`src/rtl/instr_encoder.sv`:
```
// ============================================================================
// Module      : instr_encoder
// Description : Encodes instruction symbols into 32-bit machine words, assigns
//               sequential byte addresses and buffers results in a 2-entry
//               FIFO. Define INSTR_ENCODER_COP0_EN to add MFC0/MTC0/ERET.
// Revision    : 1.0 - initial release
// ============================================================================
`default_nettype none

module instr_encoder #(
  parameter int WIDTH_INSTR = 7
) (
  input  logic                   clk,
  input  logic                   reset,
  input  logic                   in_valid,
  output logic                   in_ready,
  input  logic [WIDTH_INSTR-1:0] in_instr,
  input  logic [4:0]             in_rs,
  input  logic [4:0]             in_rt,
  input  logic [4:0]             in_rd,
  input  logic [4:0]             in_shamt,
  input  logic [15:0]            in_imm,
  input  logic [25:0]            in_jmpaddr,
  output logic                   out_valid,
  input  logic                   out_ready,
  output logic [31:0]            out_code,
  output logic [31:0]            out_addr,
  output logic                   out_err,
  output logic [15:0]            err_cnt
);

  // Symbol codes shared with the instruction producer; values >= 64 are undefined.
  localparam logic [WIDTH_INSTR-1:0] SYM_NOP   = 0,  SYM_ADD   = 1,  SYM_ADDU  = 2,  SYM_SUB   = 3;
  localparam logic [WIDTH_INSTR-1:0] SYM_SUBU  = 4,  SYM_AND   = 5,  SYM_OR    = 6,  SYM_XOR   = 7;
  localparam logic [WIDTH_INSTR-1:0] SYM_NOR   = 8,  SYM_SLT   = 9,  SYM_SLTU  = 10, SYM_SLL   = 11;
  localparam logic [WIDTH_INSTR-1:0] SYM_SRL   = 12, SYM_SRA   = 13, SYM_SLLV  = 14, SYM_SRLV  = 15;
  localparam logic [WIDTH_INSTR-1:0] SYM_SRAV  = 16, SYM_JR    = 17, SYM_JALR  = 18, SYM_MULT  = 19;
  localparam logic [WIDTH_INSTR-1:0] SYM_MULTU = 20, SYM_DIV   = 21, SYM_DIVU  = 22, SYM_MFHI  = 23;
  localparam logic [WIDTH_INSTR-1:0] SYM_MFLO  = 24, SYM_MTHI  = 25, SYM_MTLO  = 26, SYM_MOVZ  = 27;
  localparam logic [WIDTH_INSTR-1:0] SYM_MOVN  = 28, SYM_ADDI  = 29, SYM_ADDIU = 30, SYM_SLTI  = 31;
  localparam logic [WIDTH_INSTR-1:0] SYM_SLTIU = 32, SYM_ANDI  = 33, SYM_ORI   = 34, SYM_XORI  = 35;
  localparam logic [WIDTH_INSTR-1:0] SYM_LUI   = 36, SYM_LB    = 37, SYM_LBU   = 38, SYM_LH    = 39;
  localparam logic [WIDTH_INSTR-1:0] SYM_LHU   = 40, SYM_LW    = 41, SYM_SB    = 42, SYM_SH    = 43;
  localparam logic [WIDTH_INSTR-1:0] SYM_SW    = 44, SYM_BEQ   = 45, SYM_BNE   = 46, SYM_BLEZ  = 47;
  localparam logic [WIDTH_INSTR-1:0] SYM_BGTZ  = 48, SYM_BLTZ  = 49, SYM_BGEZ  = 50, SYM_BLTZAL = 51;
  localparam logic [WIDTH_INSTR-1:0] SYM_BGEZAL = 52, SYM_J    = 53, SYM_JAL   = 54, SYM_CLZ   = 55;
  localparam logic [WIDTH_INSTR-1:0] SYM_CLO   = 56, SYM_MADD  = 57, SYM_MADDU = 58, SYM_MSUB  = 59;
  localparam logic [WIDTH_INSTR-1:0] SYM_MSUBU = 60;
`ifdef INSTR_ENCODER_COP0_EN
  localparam logic [WIDTH_INSTR-1:0] SYM_MFC0  = 61, SYM_MTC0  = 62, SYM_ERET  = 63;
`endif

  localparam logic [31:0] ADDR_START = 32'h0000_3000;

  logic [31:0] r_base;
  logic [31:0] enc_code;
  logic        enc_err;

  assign r_base = {6'd0, in_rs, in_rt, in_rd, 11'd0};

  always_comb begin
    enc_code = 32'd0;
    enc_err  = 1'b0;
    case (in_instr)
      SYM_NOP:    enc_code = 32'd0;
      SYM_ADD:    enc_code = r_base | 32'h20;
      SYM_ADDU:   enc_code = r_base | 32'h21;
      SYM_SUB:    enc_code = r_base | 32'h22;
      SYM_SUBU:   enc_code = r_base | 32'h23;
      SYM_AND:    enc_code = r_base | 32'h24;
      SYM_OR:     enc_code = r_base | 32'h25;
      SYM_XOR:    enc_code = r_base | 32'h26;
      SYM_NOR:    enc_code = r_base | 32'h27;
      SYM_SLT:    enc_code = r_base | 32'h2a;
      SYM_SLTU:   enc_code = r_base | 32'h2b;
      SYM_SLL:    enc_code = r_base | {21'd0, in_shamt, 6'h00};
      SYM_SRL:    enc_code = r_base | {21'd0, in_shamt, 6'h02};
      SYM_SRA:    enc_code = r_base | {21'd0, in_shamt, 6'h03};
      SYM_SLLV:   enc_code = r_base | 32'h04;
      SYM_SRLV:   enc_code = r_base | 32'h06;
      SYM_SRAV:   enc_code = r_base | 32'h07;
      SYM_JR:     enc_code = r_base | 32'h08;
      SYM_JALR:   enc_code = r_base | 32'h09;
      SYM_MOVZ:   enc_code = r_base | 32'h0a;
      SYM_MOVN:   enc_code = r_base | 32'h0b;
      SYM_MFHI:   enc_code = r_base | 32'h10;
      SYM_MTHI:   enc_code = r_base | 32'h11;
      SYM_MFLO:   enc_code = r_base | 32'h12;
      SYM_MTLO:   enc_code = r_base | 32'h13;
      SYM_MULT:   enc_code = r_base | 32'h18;
      SYM_MULTU:  enc_code = r_base | 32'h19;
      SYM_DIV:    enc_code = r_base | 32'h1a;
      SYM_DIVU:   enc_code = r_base | 32'h1b;
      SYM_ADDI:   enc_code = {6'h08, in_rs, in_rt, in_imm};
      SYM_ADDIU:  enc_code = {6'h09, in_rs, in_rt, in_imm};
      SYM_SLTI:   enc_code = {6'h0a, in_rs, in_rt, in_imm};
      SYM_SLTIU:  enc_code = {6'h0b, in_rs, in_rt, in_imm};
      SYM_ANDI:   enc_code = {6'h0c, in_rs, in_rt, in_imm};
      SYM_ORI:    enc_code = {6'h0d, in_rs, in_rt, in_imm};
      SYM_XORI:   enc_code = {6'h0e, in_rs, in_rt, in_imm};
      SYM_LUI:    enc_code = {6'h0f, 5'd0,  in_rt, in_imm};
      SYM_LB:     enc_code = {6'h20, in_rs, in_rt, in_imm};
      SYM_LH:     enc_code = {6'h21, in_rs, in_rt, in_imm};
      SYM_LW:     enc_code = {6'h23, in_rs, in_rt, in_imm};
      SYM_LBU:    enc_code = {6'h24, in_rs, in_rt, in_imm};
      SYM_LHU:    enc_code = {6'h25, in_rs, in_rt, in_imm};
      SYM_SB:     enc_code = {6'h28, in_rs, in_rt, in_imm};
      SYM_SH:     enc_code = {6'h29, in_rs, in_rt, in_imm};
      SYM_SW:     enc_code = {6'h2b, in_rs, in_rt, in_imm};
      SYM_BEQ:    enc_code = {6'h04, in_rs, in_rt, in_imm};
      SYM_BNE:    enc_code = {6'h05, in_rs, in_rt, in_imm};
      SYM_BLEZ:   enc_code = {6'h06, in_rs, 5'd0,  in_imm};
      SYM_BGTZ:   enc_code = {6'h07, in_rs, 5'd0,  in_imm};
      // REGIMM branches select the condition through the rt field
      SYM_BLTZ:   enc_code = {6'h01, in_rs, 5'h00, in_imm};
      SYM_BGEZ:   enc_code = {6'h01, in_rs, 5'h01, in_imm};
      SYM_BLTZAL: enc_code = {6'h01, in_rs, 5'h10, in_imm};
      SYM_BGEZAL: enc_code = {6'h01, in_rs, 5'h11, in_imm};
      SYM_J:      enc_code = {6'h02, in_jmpaddr};
      SYM_JAL:    enc_code = {6'h03, in_jmpaddr};
      SYM_CLZ:    enc_code = {6'h1c, in_rs, in_rt, in_rd, 5'd0, 6'h20};
      SYM_CLO:    enc_code = {6'h1c, in_rs, in_rt, in_rd, 5'd0, 6'h21};
      SYM_MADD:   enc_code = {6'h1c, in_rs, in_rt, in_rd, 5'd0, 6'h00};
      SYM_MADDU:  enc_code = {6'h1c, in_rs, in_rt, in_rd, 5'd0, 6'h01};
      SYM_MSUB:   enc_code = {6'h1c, in_rs, in_rt, in_rd, 5'd0, 6'h04};
      SYM_MSUBU:  enc_code = {6'h1c, in_rs, in_rt, in_rd, 5'd0, 6'h05};
`ifdef INSTR_ENCODER_COP0_EN
      SYM_MFC0:   enc_code = {6'h10, 5'h00, in_rt, in_rd, 11'd0};
      SYM_MTC0:   enc_code = {6'h10, 5'h04, in_rt, in_rd, 11'd0};
      SYM_ERET:   enc_code = 32'h4200_0018;
`endif
      default:    enc_err  = 1'b1;
    endcase
  end

  logic [31:0] mem_code [2];
  logic [31:0] mem_addr [2];
  logic        mem_err  [2];
  logic        wr_ptr;
  logic        rd_ptr;
  logic [1:0]  count;
  logic [31:0] addr_cnt;
  logic        push;
  logic        pop;

  assign in_ready  = (count < 2'd2);
  assign out_valid = (count > 2'd0);
  assign push      = in_valid && in_ready;
  assign pop       = out_valid && out_ready;
  assign out_code  = mem_code[rd_ptr];
  assign out_addr  = mem_addr[rd_ptr];
  assign out_err   = mem_err[rd_ptr];

  // Entries are cleared on reset so the head reads zero until the first push.
  always_ff @(posedge clk) begin
    if (reset) begin
      mem_code[0] <= 32'd0;
      mem_code[1] <= 32'd0;
      mem_addr[0] <= 32'd0;
      mem_addr[1] <= 32'd0;
      mem_err[0]  <= 1'b0;
      mem_err[1]  <= 1'b0;
      wr_ptr      <= 1'b0;
      rd_ptr      <= 1'b0;
      count       <= 2'd0;
      addr_cnt    <= ADDR_START;
      err_cnt     <= 16'd0;
    end else begin
      if (push) begin
        mem_code[wr_ptr] <= enc_code;
        mem_addr[wr_ptr] <= addr_cnt;
        mem_err[wr_ptr]  <= enc_err;
        wr_ptr           <= ~wr_ptr;
        addr_cnt         <= addr_cnt + 32'd4;
        if (enc_err && (err_cnt != 16'hFFFF)) begin
          err_cnt <= err_cnt + 16'd1;
        end
      end
      if (pop) begin
        rd_ptr <= ~rd_ptr;
      end
      case ({push, pop})
        2'b10:   count <= count + 2'd1;
        2'b01:   count <= count - 2'd1;
        default: count <= count;
      endcase
    end
  end

endmodule

`default_nettype wire

```
`config.mk`:
```
export PLATFORM = sky130hd
export DESIGN_NAME = instr_encoder
export DESIGN_NICKNAME = d
export VERILOG_FILES = /design/src/rtl/instr_encoder.sv
export SDC_FILE = /design/constraint.sdc
export NUM_CORES = 1
export LEC_CHECK = 0
export CORE_MARGIN = 10
export CORE_UTILIZATION = 50
export CTS_BUF_LIST = sky130_fd_sc_hd__clkbuf_16
export DETAILED_ROUTE_END_ITERATION = 12
export PLACE_DENSITY = 0.76
export REMOVE_ABC_BUFFERS = 1
export SLEW_MARGIN = 20
export SYNTH_ARGS = -nofsm -noshare
export SYNTH_HDL_FRONTEND = slang
export SYNTH_SLANG_ARGS = --single-unit
```
`constraint.sdc`:
```
create_clock -name clk -period 5.75 [get_ports clk]
set_input_delay 0.575 -clock clk [delete_from_list [all_inputs] [get_ports clk]]
set_output_delay 0.575 -clock clk [all_outputs]
set_load 0.02 [all_outputs]
```
# [Word-level counts from Yosys, hierarchy flattened]
# Memory sizes are Yosys's and may differ from the RTL's. A register that Yosys moved wholly into a read port is not among the register bits.
# Cells that the tools add are included.
[classes] n_mul=0 n_mux=23 div_mod_pow=0 magnitude_cmp=2 addsub=4 n_shift=0 n_eq_ne=63 n_reduce_logical=10 bitwise=5
[ops] operator="case mux 32 bit (60 select lines)" count=1
[ops] operator="equality test 7 x 6 -> 1 bit (second input constant)" count=29
[ops] operator="equality test 7 x 5 -> 1 bit (second input constant)" count=16
[ops] operator="bitwise OR 26 x 11 -> 26 bit" count=3
[ops] operator="2-to-1 mux 32 bit" count=2
[ops] operator="OR reduction 32 bit" count=2
[ops] operator="OR reduction 61 bit" count=1
[ops] operator="equality test 7 x 4 -> 1 bit (second input constant)" count=8
[ops] operator="adder 32 x 3 -> 32 bit (second input constant)" count=1
[ops] operator="equality test 7 x 3 -> 1 bit (second input constant)" count=4
[ops] operator="2-to-1 mux 1 bit" count=19
[ops] operator="adder 16 x 1 -> 16 bit (second input constant)" count=1
[ops] operator="!= test 16 bit (second input constant)" count=1
[ops] operator="equality test 7 x 2 -> 1 bit (second input constant)" count=2
[ops] operator="equality test 7 x 1 -> 1 bit (second input constant)" count=1
[ops] operator="zero test 7 bit" count=1
[ops] operator="case mux 2 bit (2 select lines)" count=1
[ops] operator="logical AND 1 bit" count=3
[ops] operator="adder 2 x 1 -> 2 bit (second input constant)" count=1
[ops] operator="equality test 2 x 1 -> 1 bit (second input constant)" count=1
[ops] operator="equality test 2 bit (second input constant)" count=1
[ops] operator="> comparator 2 x 1 -> 1 bit (second input constant)" count=1
[ops] operator="less-than comparator 2 bit (second input constant)" count=1
[ops] operator="NOT 1 bit" count=2
[ops] operator="other kinds (4)" count=4
[totals] ram_bits=130 romBits=0 latchBits=0 register_bits=52 output_inout_bits=83 in_bits=73 memories=3 wordCells=115
[memory_table] name="mem_addr" words=2 word_bits=32 read_ports=1 rd_clocked_by_memory_dff=1 write_ports=2 line_no="137" source="logic [31:0] mem_addr [2];"
[memory_table] name="mem_code" words=2 word_bits=32 read_ports=1 rd_clocked_by_memory_dff=1 write_ports=2 line_no="136" source="logic [31:0] mem_code [2];"
[memory_table] name="mem_err" words=2 word_bits=1 read_ports=1 rd_clocked_by_memory_dff=1 write_ports=2 line_no="138" source="logic mem_err [2];"

# [Logic depth before layout (Yosys ltp)]
[depth] ltp_word=7 depth_mapped=10 ltp_nobuf=7

# [Worst setup path after synthesis]
# Ideal clock, no wire load.
[synth_timing] kind="input to register" start="input port in_valid" end="memory mem_addr[0][10] (enable)" t_arrival_ps=3899 cell_stages=4 setup_time_ps=497 n_path_buf=1 setup_slack_ps=1354 t_required_ps=5253 cell_sequence="nor2b_1 buf_2 inv_1 o21bai_1"
[synth_rtl] item="start: declaration" line_no="15" source="input logic in_valid,"
[synth_rtl] item="end: declaration" line_no="137"

==> impl_results.md <==
* Die Height at 153 um
* Layout net count at 1025
* Post-Syn Area per Cell at 10.8 um2
* Fmax at 293 MHz
* Leakage at 3.96 nW
* Clock Tree Buf Depth at 2
* Worst path cell trace: buf_4 -> mux2_2 -> clkdlybuf4s50_1
* Via/cell ratio at 5.73
* Num CTS Buffers at 17
* Pwr Total at 3.87 mW
* CP arrival at 2.84 ns
* DR vias at 6803
* Yosys top cell area share at 0.427
* Die width at 153 um
* Worst path slowest cell: dfxtp_2
* Antenna fix cells at 0
* Initial Util at 0.511
* Worst Hold Launch: addr_cnt[3]
* Syn Std Cell Area at 8870 um2
* Final RePlAce weighted congestion at 0.883
* Share of layout cells above drive strength 1 at 0.131
* Drt total wl at 21800 um
* Post-synth top flop: edfxtp_1
* First-pass GRT wire length at 35800 um
* Initial detailed-routing violation count at 640
* Fin. max-slew vios at 0
* Share of synthesized registers carrying an async set or reset at 0
* CTS tree: built
* PortBufs at 153
* GRT Overall Usage at 0.185
* Post-synthesis cell type count at 71
* Worst-Margin Slew at 1.01 ns
* Worst slew margin at 0.327
* Endpoints failing hold at 0
* Post-cts sizing count at 0
* Tcrit/Tclk final at 0.594
* Ys Warns at 0
* Final setup viols at 0
* Cell area power density at 347 nW/um2
* FP Rows at 48
* VDD IR max at 0.235 mV
* Remaining DRCs at 0
* RR Startpoint: count[1]
* CTS H-tree lvls at 4
* Hold buffers post-CTS at 0
* Most common cell in the netlist: edfxtp_1
* Number of synthesized register bits at 177
* Number of synthesized flops with an enable pin at 126
* Root Buffer: clkbuf_16
* Post-synth top cells: edfxtp_1, nor2_1, and2_1
* Mapped Cells at 821
* Crit path required time at 5.18 ns
* First-pass DRT Iterations at 7
* Fillers at 1389
* Largest area contributor in the netlist: edfxtp_1
* Final antenna-violating net count at 0
* Syn-to-layout area delta at 25.5%
* Sequential area share after synthesis at 0.542
* # IOs at 156
* TNS Setup at 0 ns
* GR Overflow Total at 0
* RSZ-0062 raised after global routing: false
* Core area at 17400 um2
* CP Max Fanout at 34
* Worst min path class: reg -> reg
* Startpoint Class: flop
* Wire per inst at 18.4 um
* Clock Pin Slew Worst Setup and Hold Paths at 0.07 ns
* Clk sinks at 177
* Slowest stage delay, CP at 0.92 ns
* Die area at 23500 um2
* Worst hold stages at 2
* Most area-consuming cells after synthesis: edfxtp_1, dfxtp_1, mux2_2
* Initial antenna violation count at 0
* Minimum clock period at 3.42 ns
* Status: finished clean
* # Post-CTS Setup Buffers at 0
* Crit. End Element: output pin
* Later-pin clock latency in the skew report at 0.43 ns
* Hpwl dp at 14400 um
* Crit path kind: reg -> out
* Max Clock Skew at 0.00917 ns
* Max cap viols at 0
* Vias in the first global route at 6765
* Largest net degree at the start of global routing at 64
* Reg2reg path depth at 5
-- registers in the layout, summed over array words and instances, names as in the netlist, named ones only --
signal,cells
count,2
mem_code,64
rd_ptr,1
addr_cnt,30
mem_addr,60
err_cnt,16
wr_ptr,1
mem_err,2
-- routing by layer --
layer / wire length, um / up-vias / global-route usage
li1: - / 3254 / -
met1: 8810 / 3288 / 0.226
met2: 11000 / 230 / 0.307
met3: 1610 / 31 / 0.0578
met4: 403 / 0 / 0.0513
met5: 0 / - / 0
-- worst max-delay path: cells and delay by family, from the launching register on --
family | cells | cell delay [ns]
buf+inv | 2 | 1.07
flops | 1 | 0.92
mux | 1 | 0.42
-- metrics by stage --
stage / hold slack, ns / cells / utilization / setup slack, ns / area [um2]
2_1_floorplan: 0.464 / 762 / - / 1.16 / 8600
3_5_place_dp: 0.495 / 1155 / 0.608 / 2.03 / 10500
6_report: 0.508 / 1187 / 0.641 / 2.33 / 11100
5_1_grt: 0.537 / 1187 / 0.641 / 2.15 / 11100
3_3_place_gp: 0.487 / 1155 / 0.608 / 2.11 / 10500
4_1_cts: 0.509 / 1187 / 0.641 / 2.25 / 11100
-- layout by cell type (no fill, tap or decap), types with 11 or more instances in the layout --
cell,netlist,routed
a21oi_1,34,34
a222oi_1,11,11
and2_1,74,74
buf_4,3,15
clkbuf_16,0,17
clkdlybuf4s50_1,0,152
dfxtp_1,51,50
edfxtp_1,126,126
inv_1,10,11
mux2_2,65,65
nand2_1,35,35
nand3_1,18,18
nand4_1,12,12
nor2_1,117,116
o21ai_0,27,27
or3_1,16,16
xor2_1,24,24
-- kinds of logic after synthesis --
family / share of synthesized area
simple gates: 0.197
flops: 0.542
compound gates: 0.0997
buf+inv: 0.0347
mux: 0.0870
xor+xnor: 0.0326
fa+ha+maj: 0.00649
other cells: 0.000423
-- cell type report --
cell class                      instances  area, um2  share of cell area
Multi-Input combinational cell        575       3790               0.340
Clock buffer                           17        425              0.0382
Inverter                               10       37.5             0.00337
Timing Repair Buffer                  168       1640               0.147
Clock inverter                         15        151              0.0136
Sequential cell                       177       4810               0.432
Tap cell                              225        282              0.0253
-- report_power, final --
group | total (mW) | internal [mW] | switching, mW
Sequential | 1.61 | 1.52 | 0.0835
Combinational | 1.13 | 0.538 | 0.592
Clock | 1.13 | 0.611 | 0.518
Total | 3.87 | 2.67 | 1.19
-- final timing paths --
path	to	slack [ns]
hold reg to reg	addr_cnt[3]	0.51
setup / recovery	out_addr[10]	2.33
setup reg to reg	mem_addr[1][24]	3.01
hold / removal	addr_cnt[3]	0.51
Note: power is estimated with default switching activity, not from simulation.
